[src/rtl/osc_bank.sv]
// -----------------------------------------------------------------------------
// osc_bank
//
// Multi-channel clock-strobe generator. Each channel produces a 50%-duty square
// wave whose half-period (in system clock cycles) is programmable. Powering a
// channel down is glitch-free: the period in progress always completes, high
// phase then low phase, before the channel goes idle. A shared align input
// restarts every powered channel in phase.
//
// Parameters:
//   CHANNELS    number of independent oscillator channels (>= 1)
//   DIV_WIDTH   width of each half-period field (>= 1)
//
// Ports:
//   clock        in   system clock, all logic on its rising edge
//   reset        in   synchronous, active-high reset
//   power        in   [CHANNELS]            bit i enables channel i
//   half_period  in   [CHANNELS*DIV_WIDTH]  channel i at [i*DIV_WIDTH +: DIV_WIDTH];
//                                           0 behaves as 1
//   align        in   restart all powered channels in phase (one-cycle request)
//   osc          out  [CHANNELS]  registered square wave per channel
//   tick         out  [CHANNELS]  registered one-cycle pulse as osc rises
//   running      out  [CHANNELS]  registered, channel is not idle
// -----------------------------------------------------------------------------
module osc_bank #(
    parameter int CHANNELS  = 4,
    parameter int DIV_WIDTH = 8
) (
    input  logic                          clock,
    input  logic                          reset,
    input  logic [CHANNELS-1:0]           power,
    input  logic [CHANNELS*DIV_WIDTH-1:0] half_period,
    input  logic                          align,
    output logic [CHANNELS-1:0]           osc,
    output logic [CHANNELS-1:0]           tick,
    output logic [CHANNELS-1:0]           running
);

    typedef enum logic [1:0] {
        IDLE = 2'd0,
        HIGH = 2'd1,
        LOW  = 2'd2
    } state_t;

    localparam logic [DIV_WIDTH-1:0] ONE = DIV_WIDTH'(1);

    for (genvar i = 0; i < CHANNELS; i++) begin : g_ch

        state_t               state, state_nx;
        logic [DIV_WIDTH-1:0] cnt, cnt_nx;
        logic [DIV_WIDTH-1:0] h, h_nx;
        logic [DIV_WIDTH-1:0] h_in;
        logic                 osc_q, osc_nx;
        logic                 tick_q, tick_nx;
        logic                 run_q, run_nx;
        logic                 at_end;
        logic                 start;

        // A programmed half-period of 0 is treated as 1 so the channel can
        // never stall with a counter target below zero.
        assign h_in = (half_period[i*DIV_WIDTH +: DIV_WIDTH] == '0)
                    ? ONE
                    : half_period[i*DIV_WIDTH +: DIV_WIDTH];

        // The counter runs 0..h-1 in each phase; h is always >= 1 so h-1
        // never wraps.
        assign at_end = (cnt == h - ONE);

        // Every path into HIGH shares the same entry action: from IDLE, at the
        // end of a LOW phase while still powered, or on an align request.
        // HIGH deliberately ignores power so a high phase always completes.
        assign start = power[i] &&
                       (align || (state == IDLE) || ((state == LOW) && at_end));

        always_comb begin
            // NOTE: every variable gets a default before any branch so no path
            // leaves it unassigned; otherwise synthesis would infer a latch.
            state_nx = state;
            cnt_nx   = cnt;
            h_nx     = h;
            osc_nx   = osc_q;
            tick_nx  = 1'b0;
            run_nx   = run_q;

            if (start) begin
                state_nx = HIGH;
                cnt_nx   = '0;
                h_nx     = h_in;
                osc_nx   = 1'b1;
                tick_nx  = 1'b1;
                run_nx   = 1'b1;
            end else begin
                case (state)
                    IDLE: begin
                        cnt_nx = '0;
                        osc_nx = 1'b0;
                        run_nx = 1'b0;
                    end
                    HIGH: begin
                        if (at_end) begin
                            state_nx = LOW;
                            cnt_nx   = '0;
                            osc_nx   = 1'b0;
                        end else begin
                            cnt_nx = cnt + ONE;
                        end
                    end
                    LOW: begin
                        // The powered end-of-LOW case is covered by start.
                        if (at_end) begin
                            state_nx = IDLE;
                            cnt_nx   = '0;
                            run_nx   = 1'b0;
                        end else begin
                            cnt_nx = cnt + ONE;
                        end
                    end
                    default: begin
                        state_nx = IDLE;
                        cnt_nx   = '0;
                        osc_nx   = 1'b0;
                        run_nx   = 1'b0;
                    end
                endcase
            end
        end

        // NOTE: sequential state uses non-blocking assignments so every
        // register samples the pre-edge values, independent of statement order.
        always_ff @(posedge clock) begin
            if (reset) begin
                state  <= IDLE;
                cnt    <= '0;
                h      <= ONE;
                osc_q  <= 1'b0;
                tick_q <= 1'b0;
                run_q  <= 1'b0;
            end else begin
                state  <= state_nx;
                cnt    <= cnt_nx;
                h      <= h_nx;
                osc_q  <= osc_nx;
                tick_q <= tick_nx;
                run_q  <= run_nx;
            end
        end

        assign osc[i]     = osc_q;
        assign tick[i]    = tick_q;
        assign running[i] = run_q;
    end

endmodule

[config.mk]
export PLATFORM = sky130hd
export DESIGN_NAME = osc_bank
export DESIGN_NICKNAME = d
export VERILOG_FILES = /design/src/rtl/osc_bank.sv
export SDC_FILE = /design/constraint.sdc
export NUM_CORES = 1
export LEC_CHECK = 0
export BUFFER_PORTS_ARGS = -buffer_cell sky130_fd_sc_hd__buf_2
export CAP_MARGIN = 20
export CORE_AREA = 2 2 89 91
export DETAILED_ROUTE_END_ITERATION = 10
export DIE_AREA = 0 0 91 93
export PLACE_DENSITY = 0.89
export SLEW_MARGIN = 25
export SYNTH_ARGS = -nofsm -noshare
export SYNTH_HDL_FRONTEND = slang
export SYNTH_SLANG_ARGS = --single-unit
[constraint.sdc]
create_clock -name clock -period 4.5 [get_ports clock]
set_input_delay 0.9 -clock clock [delete_from_list [all_inputs] [get_ports clock]]
set_output_delay 0.9 -clock clock [all_outputs]
set_load 0.02 [all_outputs]
==> results of run 1 <==
placed cells by master (no fill, tap or decap), types with 4 or more instances in the layout:
master / count
o21a_1: 4
and3_1: 8
o21ai_0: 8
clkbuf_8: 10
nor4_1: 6
ha_1: 20
a41oi_1: 6
xor2_1: 35
inv_1: 25
a21oi_1: 19
mux2i_1: 27
buf_2: 49
nand2_1: 30
xnor2_1: 23
o311ai_0: 5
a211oi_1: 4
nor3_1: 14
nand3b_1: 11
nand3_1: 33
dfxtp_1: 84
buf_4: 4
nor2_1: 73
a31oi_1: 4
critical path: stages, from the launching register on:
cell and delay [ps]:
dfxtp_1 420, inv_1 70, ha_1 270, o21ba_2 240
a221oi_1 280, a41oi_1 110, or3_1 450, o21a_1 330
a2111oi_0 370, a21oi_1 80
per-stage QoR:
stage | utilization (%) | area, µm²
finish | 67.4 | 5070
detailed placement | 64.4 | 4850
global placement | 64.4 | 4850
CTS | 67.4 | 5070
floorplan | - | 4630
global route | 67.4 | 5070
area by class of cell:
class | instances | area (µm²)
multi-input combinational | 391 | 2670
fill | 624 | 2450
sequential | 84 | 1680
timing repair buffer | 53 | 275
clock buffer | 10 | 138
tap | 102 | 128
inverter | 25 | 93.8
clock inverter | 6 | 87.6
cell usage after synthesis, types with 3 or more instances:
| cell | count | share of area, % |
|---|---|---|
| dfxtp_1 | 84 | 36 |
| nor2_1 | 73 | 5.9 |
| xor2_1 | 35 | 6.6 |
| nand3_1 | 33 | 3.6 |
| nand2_1 | 30 | 2.4 |
| mux2i_1 | 27 | 5.8 |
| inv_1 | 25 | 2.0 |
| xnor2_1 | 23 | 4.3 |
| ha_1 | 20 | 5.4 |
| a21oi_1 | 19 | 2.1 |
| buf_4 | 14 | 2.3 |
| nor3_1 | 14 | 1.5 |
| clkbuf_1 | 12 | 0.97 |
| nand3b_1 | 11 | 1.8 |
| and3_1 | 8 | 1.1 |
| o21ai_0 | 8 | 0.86 |
| buf_2 | 7 | 0.76 |
| a41oi_1 | 6 | 1.1 |
| nor4_1 | 6 | 0.81 |
| o311ai_0 | 5 | 0.95 |
| a211oi_1 | 4 | 0.65 |
| a31oi_1 | 4 | 0.54 |
| o21a_1 | 4 | 0.65 |
| a221oi_1 | 3 | 0.57 |
| nand2b_1 | 3 | 0.41 |
| nand4_1 | 3 | 0.41 |
| nor3_2 | 3 | 0.65 |
| o31ai_1 | 3 | 0.49 |
| or3_1 | 3 | 0.41 |
worst max-delay path by stage:
stage,depth (start not counted),startpoint,to
6_report,9,g_ch[0].h[0]$_SDFFE_PP1P_,g_ch[0].h[0]$_SDFFE_PP1P_
3_3_place_gp,10,g_ch[2].h[0]$_SDFFE_PP1P_,g_ch[2].h[7]$_SDFFE_PP0P_
2_1_floorplan,10,g_ch[1].h[0]$_SDFFE_PP1P_,g_ch[1].h[1]$_SDFFE_PP0P_
5_1_grt,10,g_ch[2].h[0]$_SDFFE_PP1P_,g_ch[2].h[6]$_SDFFE_PP0P_
3_5_place_dp,9,g_ch[0].h[0]$_SDFFE_PP1P_,g_ch[0].h[0]$_SDFFE_PP1P_
4_1_cts,9,g_ch[0].h[0]$_SDFFE_PP1P_,g_ch[0].h[0]$_SDFFE_PP1P_
layer usage:
metal / share of wire [%] / track usage [%] / vias to the layer above
met5: 0 / 0 / -
met4: 2.5 / 9.85 / 0
met3: 3.9 / 5.88 / 30
met2: 53 / 45.5 / 90
met1: 41 / 26.4 / 1885
li1: - / - / 1922
cell families after synthesis:
logic type                 Yosys count  share of synthesized area [%]
and+or+nand+nor                    203                           22.4
DFF                                 84                           36.3
muxes                               28                           6.16
adders and majority gates           20                           5.40
buffers and inverters               58                           6.02
xor gates and xnor gates            58                           11.0
AOI/OAI and AO/OA                   82                           12.8
registers in the layout, indices dropped and copies added (netlist names):
register and flops:
g_ch.run_q 4, g_ch.state 8, g_ch.tick_q 4, g_ch.cnt 32
g_ch.osc_q 4, g_ch.h 32
power groups by stage:
| stage | clock network [W] | logic, W | registers [W] |
|---|---|---|---|
| after CTS | 0.000609 | 0.000277 | 0.000817 |
| after detailed placement | 0 | 0.000273 | 0.000834 |
| final | 0.000602 | 0.000278 | 0.000817 |
| after global placement | 0 | 0.000259 | 0.000831 |
| after floorplan | 0 | 0.000217 | 0.000823 |
| after global routing | 0.000642 | 0.000307 | 0.000823 |
==> reports/metrics.cfg, run 1 <==
[cells_and_area]
area_growth_pct = 9.56
drive_above_1_share_pct = 15.1
stdcell_count = 671
layout.nets = 623
n_antenna_cell = 0

[clock_network]
cts_buffers = 9
clkTransAtPathRegs_ps = 80
cts_tree = done
worstSkewPairLatency_ps = 350
clock_path_buffers = 2
cts_hold_buf = 0
h-tree-depth = 3
cts.sink_count = 84
ctsResizeCount = 0
clockRootBuffer = clkbuf_8
cts_setup_buffers = 0

[placed_design]
gp_congestion = 0.829
io_buffers = 50
pre_cts_ws_ps = 1820
hpwl_mm = 7.21
dp.cells = 655

[timing]
setup_violations = 0
relSlewSlack_pct = 57.8
hold_ws_ps = 499
fmax_ghz = 0.366
grt_setup_unrepaired = false
totalNegativeSetupSlack_ps = 0
drv_slew = 0
hold_viol = 0
period_share_pct = 60.8
fin_skew_ps = 10.7
finalCriticalPeriod_ps = 2740
worstMarginPinSlew_ps = 633
postLayoutSetupSlackWorst_ps = 1760

[power]
p_clk_share_pct = 35.5
power.internal_w = 0.00122
switching_share_pct = 27.8
p_leak_nw = 2.12
pwr-share-comb_pct = 16.4
powerDensity_nw_per_um2 = 334
fin_total_pwr_w = 0.00170
power.switching_w = 0.000472
ir_drop_mv = 0.250
seqPwrFrac_pct = 48.2

[job]
drv_cap = 0

[global_route]
track_usage_pct = 24.4
grt_pass1_wl_mm = 17.0
grt-ovfl-total = 0
grt_antenna_before_repair = 0
grt_pass1_vias = 3922
grt_start_max_net_pins = 66

[die]
design.portCount = 51
initial_utilization_pct = 61.5
fp-row-count = 32
die_w_um = 91
die_area_um2 = 8460
die_y_um = 93
core_um2 = 7530

[hold_path]
worstHoldStart = g_ch[0].h[7]$_SDFFE_PP0P_
hp-class = reg -> reg
hold_end = g_ch[0].h[7]$_SDFFE_PP0P_
min_path_cells = 2

[setup_path]
reg2reg_slack_ps = 1760
crit_type = reg -> reg
crit_path_max_fanout = 12
r2r_start = g_ch[0].h[0]$_SDFFE_PP1P_
worstSetupStartpointType = flip-flop
crit_required_ps = 4720
r2r_cells = 9
cp.arrival_ps = 2960
worstReg2RegEnd = g_ch[0].h[0]$_SDFFE_PP1P_
cp-end-kind = flip-flop

[route]
route.detailed.drc = 0
ant_nets = 0
vias = 3927
routed_wl_mm = 10.0
first_pass_iters = 4
vias_per_cell = 5.85
wl_per_cell_um = 14.9
drt_iter0_markers = 146

[logic_synthesis]
synth-seq-cells = 84
synthFlopType = dfxtp_1
synth_area_per_cell_um2 = 8.69
syn_nets = 592
synth_edf_count = 0
synth_cell_types = 58
ys_seq_area_share_pct = 36.3
syn_inst = 533
async_flop_share_pct = 0
syn_area_um2 = 4630
yosys_warnings = 0

[run_status]
status = finished, final reports clean

Note: power is estimated with default switching activity, not from simulation.
==> inputs of run 2 (changes only) <==
--- a/config.mk
+++ b/config.mk
@@ -7,10 +7,10 @@
 export LEC_CHECK = 0
 export BUFFER_PORTS_ARGS = -buffer_cell sky130_fd_sc_hd__buf_2
 export CAP_MARGIN = 20
-export CORE_AREA = 2 2 89 91
+export CORE_AREA = 2 2 97 99
 export DETAILED_ROUTE_END_ITERATION = 10
-export DIE_AREA = 0 0 91 93
-export PLACE_DENSITY = 0.89
+export DIE_AREA = 0 0 99 101
+export PLACE_DENSITY = 0.8
 export SLEW_MARGIN = 25
 export SYNTH_ARGS = -nofsm -noshare
 export SYNTH_HDL_FRONTEND = slang
==> constraint.sdc (replaced) <==
create_clock -name clock -period 2.2 [get_ports clock]
set_input_delay 0.44 -clock clock [delete_from_list [all_inputs] [get_ports clock]]
set_output_delay 0.44 -clock clock [all_outputs]
set_load 0.02 [all_outputs]
==> run 2 against run 1 <==
Compared with the run above: the flow now finishes with violations (negative setup slack); highest routed layer unchanged; utilization shrank 0.37 points; combinational power grew to 3.1 times the previous value; largest cell class unchanged; critical path type unchanged; clock power rose by 120%.
==> reports/metrics.cfg, run 2 (same netlist as run 1, synthesis figures left out) <==
[route]
highest_layer = met4
vias = 4112  ; +4.7%
drt_iter0_markers = 116  ; -21%
dr_wl_met2_mm = 6.06  ; +15%
route.detailed.drc = 0  ; unchanged
drt-met1-wl_mm = 4.75  ; +16%
wl_met3_um = 465  ; +18%
wl_per_cell_um = 15.7  ; +5.5%
ant_nets = 0  ; unchanged
routed_wl_mm = 11.5  ; +15%
vias_per_cell = 5.63  ; -3.9%
first_pass_iters = 5  ; +1

[timing]
fmax_ghz = 0.426  ; +17%
relSlewSlack_pct = 52.4  ; -5.4 points
drv_slew = 0  ; unchanged
totalNegativeSetupSlack_ps = -1550  ; -1550 ps
worstMarginPinSlew_ps = 707  ; +74.8 ps
hold_viol = 0  ; unchanged
finalCriticalPeriod_ps = 2350  ; -388 ps
fin_skew_ps = 10.6  ; -0.105 ps
grt_setup_unrepaired = true
postLayoutSetupSlackWorst_ps = -148  ; -1910 ps
setup_violations = 27  ; +27
hold_ws_ps = 319  ; -180 ps
period_share_pct = 107  ; +46 points

[cells_and_area]
layout.nets = 674  ; +8.2%
area_growth_pct = 30.0
drive_above_1_share_pct = 36.1  ; +21 points
final_common_cell = dfxtp_1
n_fill_cell = 672  ; +7.7%
reg_top3 = g_ch.cnt x32, g_ch.h x32, g_ch.state x8
n_antenna_cell = 0  ; unchanged
final_cell_mix = 70 x dfxtp_1, 59 x nor2_1, 50 x buf_2

[die]
die_w_um = 99  ; +8.8%
design.portCount = 51  ; unchanged
die_area_um2 = 10000  ; +18%
fp-row-count = 35  ; +9.4%
initial_utilization_pct = 51.6  ; -9.9 points
core_um2 = 8980  ; +19%
die_y_um = 101  ; +8.6%

[global_route]
grt_antenna_before_repair = 0  ; unchanged
grt-ovfl-total = 0  ; unchanged
grt_pass1_vias = 3993  ; +1.8%
grt_pass1_wl_mm = 17.9  ; +5.2%
track_usage_pct = 22.1  ; -2.3 points
grt_start_max_net_pins = 31  ; -53%

[job]
drv_cap = 0  ; unchanged

[clock_network]
clock_path_buffers = 2  ; unchanged
cts_tree = done
clockRootBuffer = clkbuf_8
worstSkewPairLatency_ps = 360  ; about the same
h-tree-depth = 3  ; unchanged
cts.sink_count = 84  ; unchanged
cts_buffers = 9  ; unchanged
clkTransAtPathRegs_ps = 90  ; about the same

[power]
ir_drop_mv = 0.451  ; +80%
powerDensity_nw_per_um2 = 642  ; +92%
p_leak_nw = 2.50  ; +18%

[setup_path]
crit_type = reg -> reg
cp.arrival_ps = 2620  ; -340 ps
worstSetupStartpointType = flip-flop
cp-end-kind = flip-flop
crit_required_ps = 2470  ; -2250 ps
cp_cell_sequence = inv_2, ha_4, o21ba_4, a221oi_2, a41oi_1, or3_4, o31ai_4, buf_4, buf_6, mux2i_1, nor2_1
slowest_stage = or3_4
cpPeakStageDelay_ps = 410  ; -40 ps
crit_path_max_fanout = 5  ; -7

[placed_design]
pre_cts_ws_ps = -223  ; -2050 ps
hpwl_mm = 7.47  ; +3.6%
io_buffers = 50  ; unchanged
gp_congestion = 0.827  ; -0.24%

[hold_path]
hp-class = in -> reg

[run_status]
status = finished, violations left
violations = negative setup slack

-- run 2: changes by cell type in the layout (fill, tap and decap cells not counted), moves of 10 or more --
| cell | before | now |
|---|---|---|
| dfxtp_2 | 0 | 13 |
| nor2_1 | 73 | 59 |
| nor2_2 | 0 | 10 |
| buf_6 | 0 | 17 |
| buf_4 | 4 | 37 |
| dfxtp_1 | 84 | 70 |
-- run 2: per-stage QoR --
stage	utilization (%)	instance area, µm²	cells	power (W)
floorplan	-	4680	533	0.00214
global route	67.1	6020	731	0.00402
CTS	63.4	5700	723	0.00375
finish	67.1	6020	731	0.00387
global placement	57.6	5170	700	0.00231
detailed placement	57.6	5170	700	0.00234
-- run 2: worst paths after layout --
check / startpoint / end / slack (ps) / cells after the start
worst max register to register: g_ch[2].h[1]$_SDFFE_PP0P_ / g_ch[2].h[5]$_SDFFE_PP0P_ / -150 / 11
worst min register to register: g_ch[3].run_q$_SDFFE_PP0P_ / g_ch[3].run_q$_SDFFE_PP0P_ / 500 / 2
worst min-delay path: half_period[28] / g_ch[3].h[4]$_SDFFE_PP0P_ / 320 / 3
worst max-delay path: g_ch[2].h[1]$_SDFFE_PP0P_ / g_ch[2].h[5]$_SDFFE_PP0P_ / -150 / 11
-- run 2: routing by layer --
metal | GRT usage, % | up-vias
li1 | - | 2024
met1 | 25.1 | 1967
met2 | 40.1 | 96
met3 | 4.30 | 25
met4 | 9.80 | 0
met5 | 0 | -
-- run 2: final cells by class --
type / instances / area (µm²) / area share [%]
Tap cell: 111 / 139 / 2.31
Timing Repair Buffer: 104 / 719 / 12.0
Inverter: 25 / 93.8 / 1.56
Clock inverter: 6 / 111 / 1.85
Clock buffer: 10 / 128 / 2.12
Sequential cell: 84 / 1700 / 28.3
Multi-Input combinational cell: 391 / 3130 / 51.9
-- run 2: power by group --
| part | switching [W] | internal, W | leakage (nW) |
|---|---|---|---|
| clock | 0.000581 | 0.000757 | 0.117 |
| combinational | 0.000437 | 0.000414 | 1.69 |
| sequential | 0.0000843 | 0.00159 | 0.690 |
| total | 0.00110 | 0.00276 | 2.50 |
-- run 2: worst max-delay path, delay by kind of cell, from the launching register on --
family / cells / cell delay [ps]
AND/OR/NAND/NOR: 2 / 460
buffers and inverters: 3 / 300
multiplexers: 1 / 170
adder cells (fa/ha/maj): 1 / 170
flip-flops: 1 / 340
AO/OA/AOI/OAI: 4 / 800
-- run 2: repair_timing --
action	4_1_cts	5_1_grt
resized for setup	61	71
buffers inserted	5	8
pin swaps	21	42
hold buffers	0	0
gates cloned	3	0
endpoints found under the hold margin	0	0
endpoints found under the setup margin	66	77
